**config.mk**
```make
export PLATFORM = sky130hd
export DESIGN_NAME = if_neuron_ctrl_flat
export DESIGN_NICKNAME = d
export VERILOG_FILES = /design/src/rtl/if_neuron_ctrl_if.sv /design/src/rtl/if_neuron_ctrl.sv /design/src/flat_wrapper.sv
export SDC_FILE = /design/constraint.sdc
export NUM_CORES = 1
export LEC_CHECK = 0
export ABC_AREA = 1
export CAP_MARGIN = 40
export CORE_MARGIN = 3
export CORE_UTILIZATION = 66
export CTS_CLUSTER_SIZE = 10
export DETAILED_ROUTE_END_ITERATION = 10
export DONT_BUFFER_PORTS = 1
export GPL_TIMING_DRIVEN = 0
export PLACE_DENSITY = 0.82
export SYNTH_ARGS = -nofsm -noshare
export SYNTH_HDL_FRONTEND = slang
export SYNTH_SLANG_ARGS = --single-unit
```
**constraint.sdc**
```tcl
create_clock -name clk -period 3.7 [get_ports clk]
set_clock_uncertainty 0.15 [all_clocks]
set_input_delay 0.74 -clock clk [delete_from_list [all_inputs] [get_ports clk]]
set_output_delay 0.74 -clock clk [all_outputs]
set_load 0.005 [all_outputs]
```
**src/rtl/if_neuron_ctrl_if.sv**
```systemverilog
// Bundle of the neuron controller's handshake and adder signals.
//   Event side : in_valid, weight[9:0], leak_tick -> controller; in_ready <- controller
//   Adder side : acc_a[9:0], acc_b[9:0], acc_cin <- controller; sum_in[9:0], cout_in -> controller
//   State out  : vmem[9:0], spike <- controller
// slave is the controller's view; master is the view of whatever surrounds it
// (event source plus the external 10-bit adder).
interface if_neuron_ctrl_if;
  logic       in_valid;
  logic [9:0] weight;
  logic       in_ready;
  logic       leak_tick;
  logic [9:0] acc_a;
  logic [9:0] acc_b;
  logic       acc_cin;
  logic [9:0] sum_in;
  logic       cout_in;
  logic [9:0] vmem;
  logic       spike;

  modport slave (
    input  in_valid, weight, leak_tick, sum_in, cout_in,
    output in_ready, acc_a, acc_b, acc_cin, vmem, spike
  );

  modport master (
    output in_valid, weight, leak_tick, sum_in, cout_in,
    input  in_ready, acc_a, acc_b, acc_cin, vmem, spike
  );
endinterface

```
**src/rtl/if_neuron_ctrl.sv**
```systemverilog
// Integrate-and-fire neuron controller driving an external 10-bit adder.
// Synaptic events add their weight to the membrane value, leak requests
// subtract LEAK from it. Operands are held on the adder for SETTLE_CYC
// cycles before the sum is captured. Additions saturate at 1023,
// subtractions clamp at 0. An addition whose result reaches THRESH emits a
// one-cycle spike, clears the membrane and enters a REFRAC_CYC-cycle
// refractory period during which events and leaks are dropped.
// Ports:
//   clk  - clock, rising edge
//   rst  - synchronous active-high reset
//   bus  - if_neuron_ctrl_if.slave (event handshake, adder operands/result,
//          vmem, spike)
module if_neuron_ctrl #(
  parameter int THRESH     = 512,
  parameter int SETTLE_CYC = 3,
  parameter int REFRAC_CYC = 4,
  parameter int LEAK       = 1
) (
  input  logic              clk,
  input  logic              rst,
  if_neuron_ctrl_if.slave   bus
);

  localparam int DATA_W = 10;
  localparam logic [DATA_W-1:0] THRESH_V  = DATA_W'(THRESH);
  localparam logic [DATA_W-1:0] LEAK_V    = DATA_W'(LEAK);
  localparam logic [3:0]        SETTLE_LD = 4'(SETTLE_CYC - 1);
  localparam logic [3:0]        REFRAC_LD = 4'(REFRAC_CYC - 1);

  typedef enum logic [1:0] {IDLE, SETTLE, REFRAC} state_t;

  state_t            state;
  logic              leak_pend;
  logic              op_sub;
  logic [3:0]        cnt;
  logic [3:0]        rcnt;
  logic [DATA_W-1:0] add_res;
  logic [DATA_W-1:0] sub_res;

  // Carry-out of an add means the true result exceeded 10 bits.
  function automatic logic [DATA_W-1:0] sat_add(input logic [DATA_W-1:0] sum,
                                                input logic cout);
    return cout ? {DATA_W{1'b1}} : sum;
  endfunction

  // Subtraction is a + ~b + 1; a missing carry-out is a borrow.
  function automatic logic [DATA_W-1:0] clamp_sub(input logic [DATA_W-1:0] sum,
                                                  input logic cout);
    return cout ? sum : {DATA_W{1'b0}};
  endfunction

  always_comb begin
    add_res = sat_add(bus.sum_in, bus.cout_in);
    sub_res = clamp_sub(bus.sum_in, bus.cout_in);
  end

  // A pending leak blocks new events in IDLE so it is serviced first.
  assign bus.in_ready = (state == REFRAC) || ((state == IDLE) && !leak_pend);

  always_ff @(posedge clk) begin
    if (rst) begin
      state       <= IDLE;
      leak_pend   <= 1'b0;
      op_sub      <= 1'b0;
      cnt         <= '0;
      rcnt        <= '0;
      bus.vmem    <= '0;
      bus.spike   <= 1'b0;
      bus.acc_a   <= '0;
      bus.acc_b   <= '0;
      bus.acc_cin <= 1'b0;
    end else begin
      bus.spike <= 1'b0;
      case (state)
        IDLE: begin
          if (leak_pend || (!bus.in_valid && bus.leak_tick)) begin
            // Extra leak_ticks arriving with a pending leak merge into it.
            bus.acc_a   <= bus.vmem;
            bus.acc_b   <= ~LEAK_V;
            bus.acc_cin <= 1'b1;
            op_sub      <= 1'b1;
            leak_pend   <= 1'b0;
            cnt         <= SETTLE_LD;
            state       <= SETTLE;
          end else if (bus.in_valid) begin
            bus.acc_a   <= bus.vmem;
            bus.acc_b   <= bus.weight;
            bus.acc_cin <= 1'b0;
            op_sub      <= 1'b0;
            cnt         <= SETTLE_LD;
            state       <= SETTLE;
            if (bus.leak_tick) leak_pend <= 1'b1;
          end
        end

        SETTLE: begin
          if (bus.leak_tick) leak_pend <= 1'b1;
          if (cnt == '0) begin
            if (op_sub) begin
              bus.vmem <= sub_res;
              state    <= IDLE;
            end else if (add_res >= THRESH_V) begin
              bus.spike <= 1'b1;
              bus.vmem  <= '0;
              rcnt      <= REFRAC_LD;
              state     <= REFRAC;
            end else begin
              bus.vmem <= add_res;
              state    <= IDLE;
            end
          end else begin
            cnt <= cnt - 4'd1;
          end
        end

        REFRAC: begin
          // Accepted events and leak_ticks are dropped here.
          if (rcnt == '0) state <= IDLE;
          else            rcnt  <= rcnt - 4'd1;
        end

        default: state <= IDLE;
      endcase
    end
  end

endmodule

```
**src/flat_wrapper.sv**
```systemverilog
// flat-port wrapper written by rule: the top's interface ports become plain ports
module if_neuron_ctrl_flat 
#(
  parameter int THRESH     = 512,
  parameter int SETTLE_CYC = 3,
  parameter int REFRAC_CYC = 4,
  parameter int LEAK       = 1
)
  (clk, rst, bus_in_valid, bus_weight, bus_leak_tick, bus_sum_in, bus_cout_in, bus_in_ready, bus_acc_a, bus_acc_b, bus_acc_cin, bus_vmem, bus_spike);
  if_neuron_ctrl_if bus_i ();
  input  logic clk;
  input  logic rst;
  input wire logic [$bits(bus_i.in_valid)-1:0] bus_in_valid;
  input wire logic [$bits(bus_i.weight)-1:0] bus_weight;
  input wire logic [$bits(bus_i.leak_tick)-1:0] bus_leak_tick;
  input wire logic [$bits(bus_i.sum_in)-1:0] bus_sum_in;
  input wire logic [$bits(bus_i.cout_in)-1:0] bus_cout_in;
  output wire logic [$bits(bus_i.in_ready)-1:0] bus_in_ready;
  output wire logic [$bits(bus_i.acc_a)-1:0] bus_acc_a;
  output wire logic [$bits(bus_i.acc_b)-1:0] bus_acc_b;
  output wire logic [$bits(bus_i.acc_cin)-1:0] bus_acc_cin;
  output wire logic [$bits(bus_i.vmem)-1:0] bus_vmem;
  output wire logic [$bits(bus_i.spike)-1:0] bus_spike;
  assign bus_i.in_valid = bus_in_valid;
  assign bus_i.weight = bus_weight;
  assign bus_i.leak_tick = bus_leak_tick;
  assign bus_i.sum_in = bus_sum_in;
  assign bus_i.cout_in = bus_cout_in;
  assign bus_in_ready = bus_i.in_ready;
  assign bus_acc_a = bus_i.acc_a;
  assign bus_acc_b = bus_i.acc_b;
  assign bus_acc_cin = bus_i.acc_cin;
  assign bus_vmem = bus_i.vmem;
  assign bus_spike = bus_i.spike;
  if_neuron_ctrl #(.THRESH(THRESH), .SETTLE_CYC(SETTLE_CYC), .REFRAC_CYC(REFRAC_CYC), .LEAK(LEAK)) u_core (.clk(clk), .rst(rst), .bus(bus_i));
endmodule
```
==> results.json <==
{
  "final_area_um2": 2000,
  "drt_iter0_drc": 80,
  "synth-edff-count": 0,
  "ys_top_cells_by_area": "dfxtp_1 (46%), nor2_1 (9.2%), nand3_1 (6.1%)",
  "antenna_found_initial": 0,
  "final_nets": 281,
  "drc": 0,
  "p_per_area_nw_per_um2": 691,
  "cts_tree": "done",
  "htree_levels": 2,
  "grt_setup_unrepaired": "no",
  "synth_fa_ha_area_share_pct": 1.33,
  "ys_seq_area_share_pct": 45.7,
  "synthesis.nets": 274,
  "track_usage_pct": 25.7,
  "synth_compound_area_share_pct": 16.1,
  "fin_setup_tns_ns": 0,
  "holdCritPathClass": "in -> reg",
  "post_synth_xor_area_fraction_pct": 0,
  "die_h_um": 59.4,
  "ys_seq_elements": 43,
  "synth_largest_area_cell": "dfxtp_1",
  "endpoint_kind": "output pin",
  "synthArstFlopShare_pct": 0,
  "yosysMostFrequentCell": "nor2_1",
  "cp_max_fo": 3,
  "synth_simple_gate_area_share_pct": 28.4,
  "port_buffers": 0,
  "cts_hold_buf": 0,
  "synth.top_cell.area_share_pct": 45.7,
  "grt_max_degree": 14,
  "startpoint_type": "flop",
  "start_util_pct": 72.8,
  "cp_cell_sequence": "inv_1 -> a21oi_1",
  "routed_wl_um": 4130,
  "routabilityCongestion": 0.865,
  "synth.area.mux_share_pct": 0,
  "setup_slack_ns": 1.80,
  "rows": 18,
  "relSlewSlack_pct": 73.8,
  "critical_path_required_ns": 2.81,
  "finalMaxSlewViolations": 0,
  "cts_root_buf": "clkbuf_4",
  "diodes": 0,
  "ir_worst_vdd_mv": 0.620,
  "tightest_slew_ns": 0.392,
  "core-area_um2": 2590,
  "dieArea_um2": 3530,
  "cap_violations": 0,
  "grt_pass1_wl_um": 6850,
  "clk_pin_slew_worst_paths_ns": 0.12,
  "holdWs_ns": 0.290,
  "grt_pass1_vias": 1524,
  "total_power_mw": 1.38,
  "firstDrtPassIters": 6,
  "wl_per_cell_um": 14.5,
  "clock_latency_ns": 0.35,
  "dp_hpwl_um": 3040,
  "overflow": 0,
  "setup_violations": 0,
  "cts.path.max_buffers": 2,
  "fillers": 210,
  "period_share_pct": 51.4,
  "yosys-top-cells-count": "nor2_1 (46), dfxtp_1 (43), nand2_1 (28)",
  "synth_ff_type": "dfxtp_1",
  "die_w_um": 59.4,
  "cts_buffers": 5,
  "hold_viol": 0,
  "area_growth_pct": 5.98,
  "cp_slowest_cell": "dfxtp_1",
  "vias": 1643,
  "worstPathArrival_ns": 1.01,
  "clock_sinks": 43,
  "avgSynthCellArea_um2": 7.63,
  "min_period_ns": 1.90,
  "place_area_um2": 1920,
  "slowest_delay_ns": 0.36,
  "status": "completed",
  "antenna_left": 0,
  "post_cts_buffers": 0,
  "max_freq_mhz": 525,
  "synth_top_family_by_area": "simple AND/OR/NAND/NOR gates",
  "pre_cts_ws_ns": 1.97,
  "leakagePower_nw": 0.861,
  "synth_area_um2": 1880,
  "vias_per_cell": 5.79,
  "drive_gt1_share_pct": 15.7,
  "io_pins": 58,
  "cts_resized": 0,
  "critPathKind": "reg -> out",
  "syn_inst": 247,
  "yosys_warnings": 0,
  "synth.distinct_cells": 31
}
sequential cells by signal (all words and copies together) (netlist names):
name and cells:
u_core.bus.acc_a 10, u_core.bus.acc_b 10, u_core.bus.acc_cin 1, u_core.bus.spike 1
u_core.bus.vmem 10, u_core.cnt 4, u_core.leak_pend 1, u_core.rcnt 4
u_core.state 2
worst max-delay path, delay by kind of cell (launching register included):
family / cells / cell delay [ns]
AO/OA/AOI/OAI: 1 / 0.20
flip-flops: 1 / 0.36
buffers and inverters: 1 / 0.10
metal layers:
| metal | global-route usage [%] | part of all wire [%] | vias to the layer above |
|---|---|---|---|
| li1 | - | - | 822 |
| met1 | 29.5 | 41 | 748 |
| met2 | 43.1 | 47 | 65 |
| met3 | 10.9 | 11 | 8 |
| met4 | 8.09 | 1.4 | 0 |
| met5 | 0 | 0 | - |
stage by stage:
stage,instances,util [%]
final,284,77.1
after detailed placement,277,74.2
after global routing,284,77.1
after global placement,277,74.2
after CTS,284,77.1
after floorplan,247,-
cells by family after synthesis:
family / Yosys count
and+or+nand+nor: 118
AOI/OAI and AO/OA: 51
DFF: 43
buffers and inverters: 33
adders and majority gates: 2
power breakdown:
part | leakage (nW) | switching [mW] | internal [mW]
clock | 0.0373 | 0.148 | 0.139
combinational | 0.469 | 0.278 | 0.160
sequential | 0.354 | 0.0892 | 0.567
total | 0.861 | 0.515 | 0.866
layout by cell type, fill, tap and decap left out:
master,count
nand3_2,1
nand3_1,23
inv_2,2
clkbuf_4,5
nor2_4,1
nand2_1,28
or2_2,1
a21oi_2,10
o21ai_1,12
bufinv_16,1
clkinv_1,1
nor3_1,7
inv_1,19
inv_4,1
buf_6,2
dfxtp_1,43
clkinvlp_4,1
buf_2,2
o21bai_1,1
nand2_2,4
nand2_4,2
nand4_1,2
nand3b_1,1
buf_4,4
ha_1,2
o21ai_2,1
buf_1,1
o21ai_0,17
clkbuf_1,1
a21boi_0,1
o21a_1,1
nor2_2,2
nor2_1,46
a21oi_1,8
path summary, 6_finish.rpt:
check,start,endpoint,slack [ns],cells past startpoint
max,u_core.state[1],bus_in_ready,1.80,2
min,rst,u_core.bus.acc_b[1],0.29,1
max reg2reg,u_core.cnt[0],u_core.rcnt[3],2.13,7
min reg2reg,u_core.bus.acc_b[1],u_core.bus.acc_b[1],0.35,2
area by class of cell:
cell class / count / area (um^2) / area share [%]
clock buffers: 5 / 37.5 / 1.88
flip-flops and latches: 43 / 861 / 43.1
multi-input cells: 171 / 865 / 43.3
plain buffers: 10 / 70.1 / 3.51
inverters: 23 / 88.8 / 4.45
well taps: 30 / 37.5 / 1.88
clock inverters: 2 / 37.5 / 1.88
Note: power is estimated with default switching activity, not from simulation.
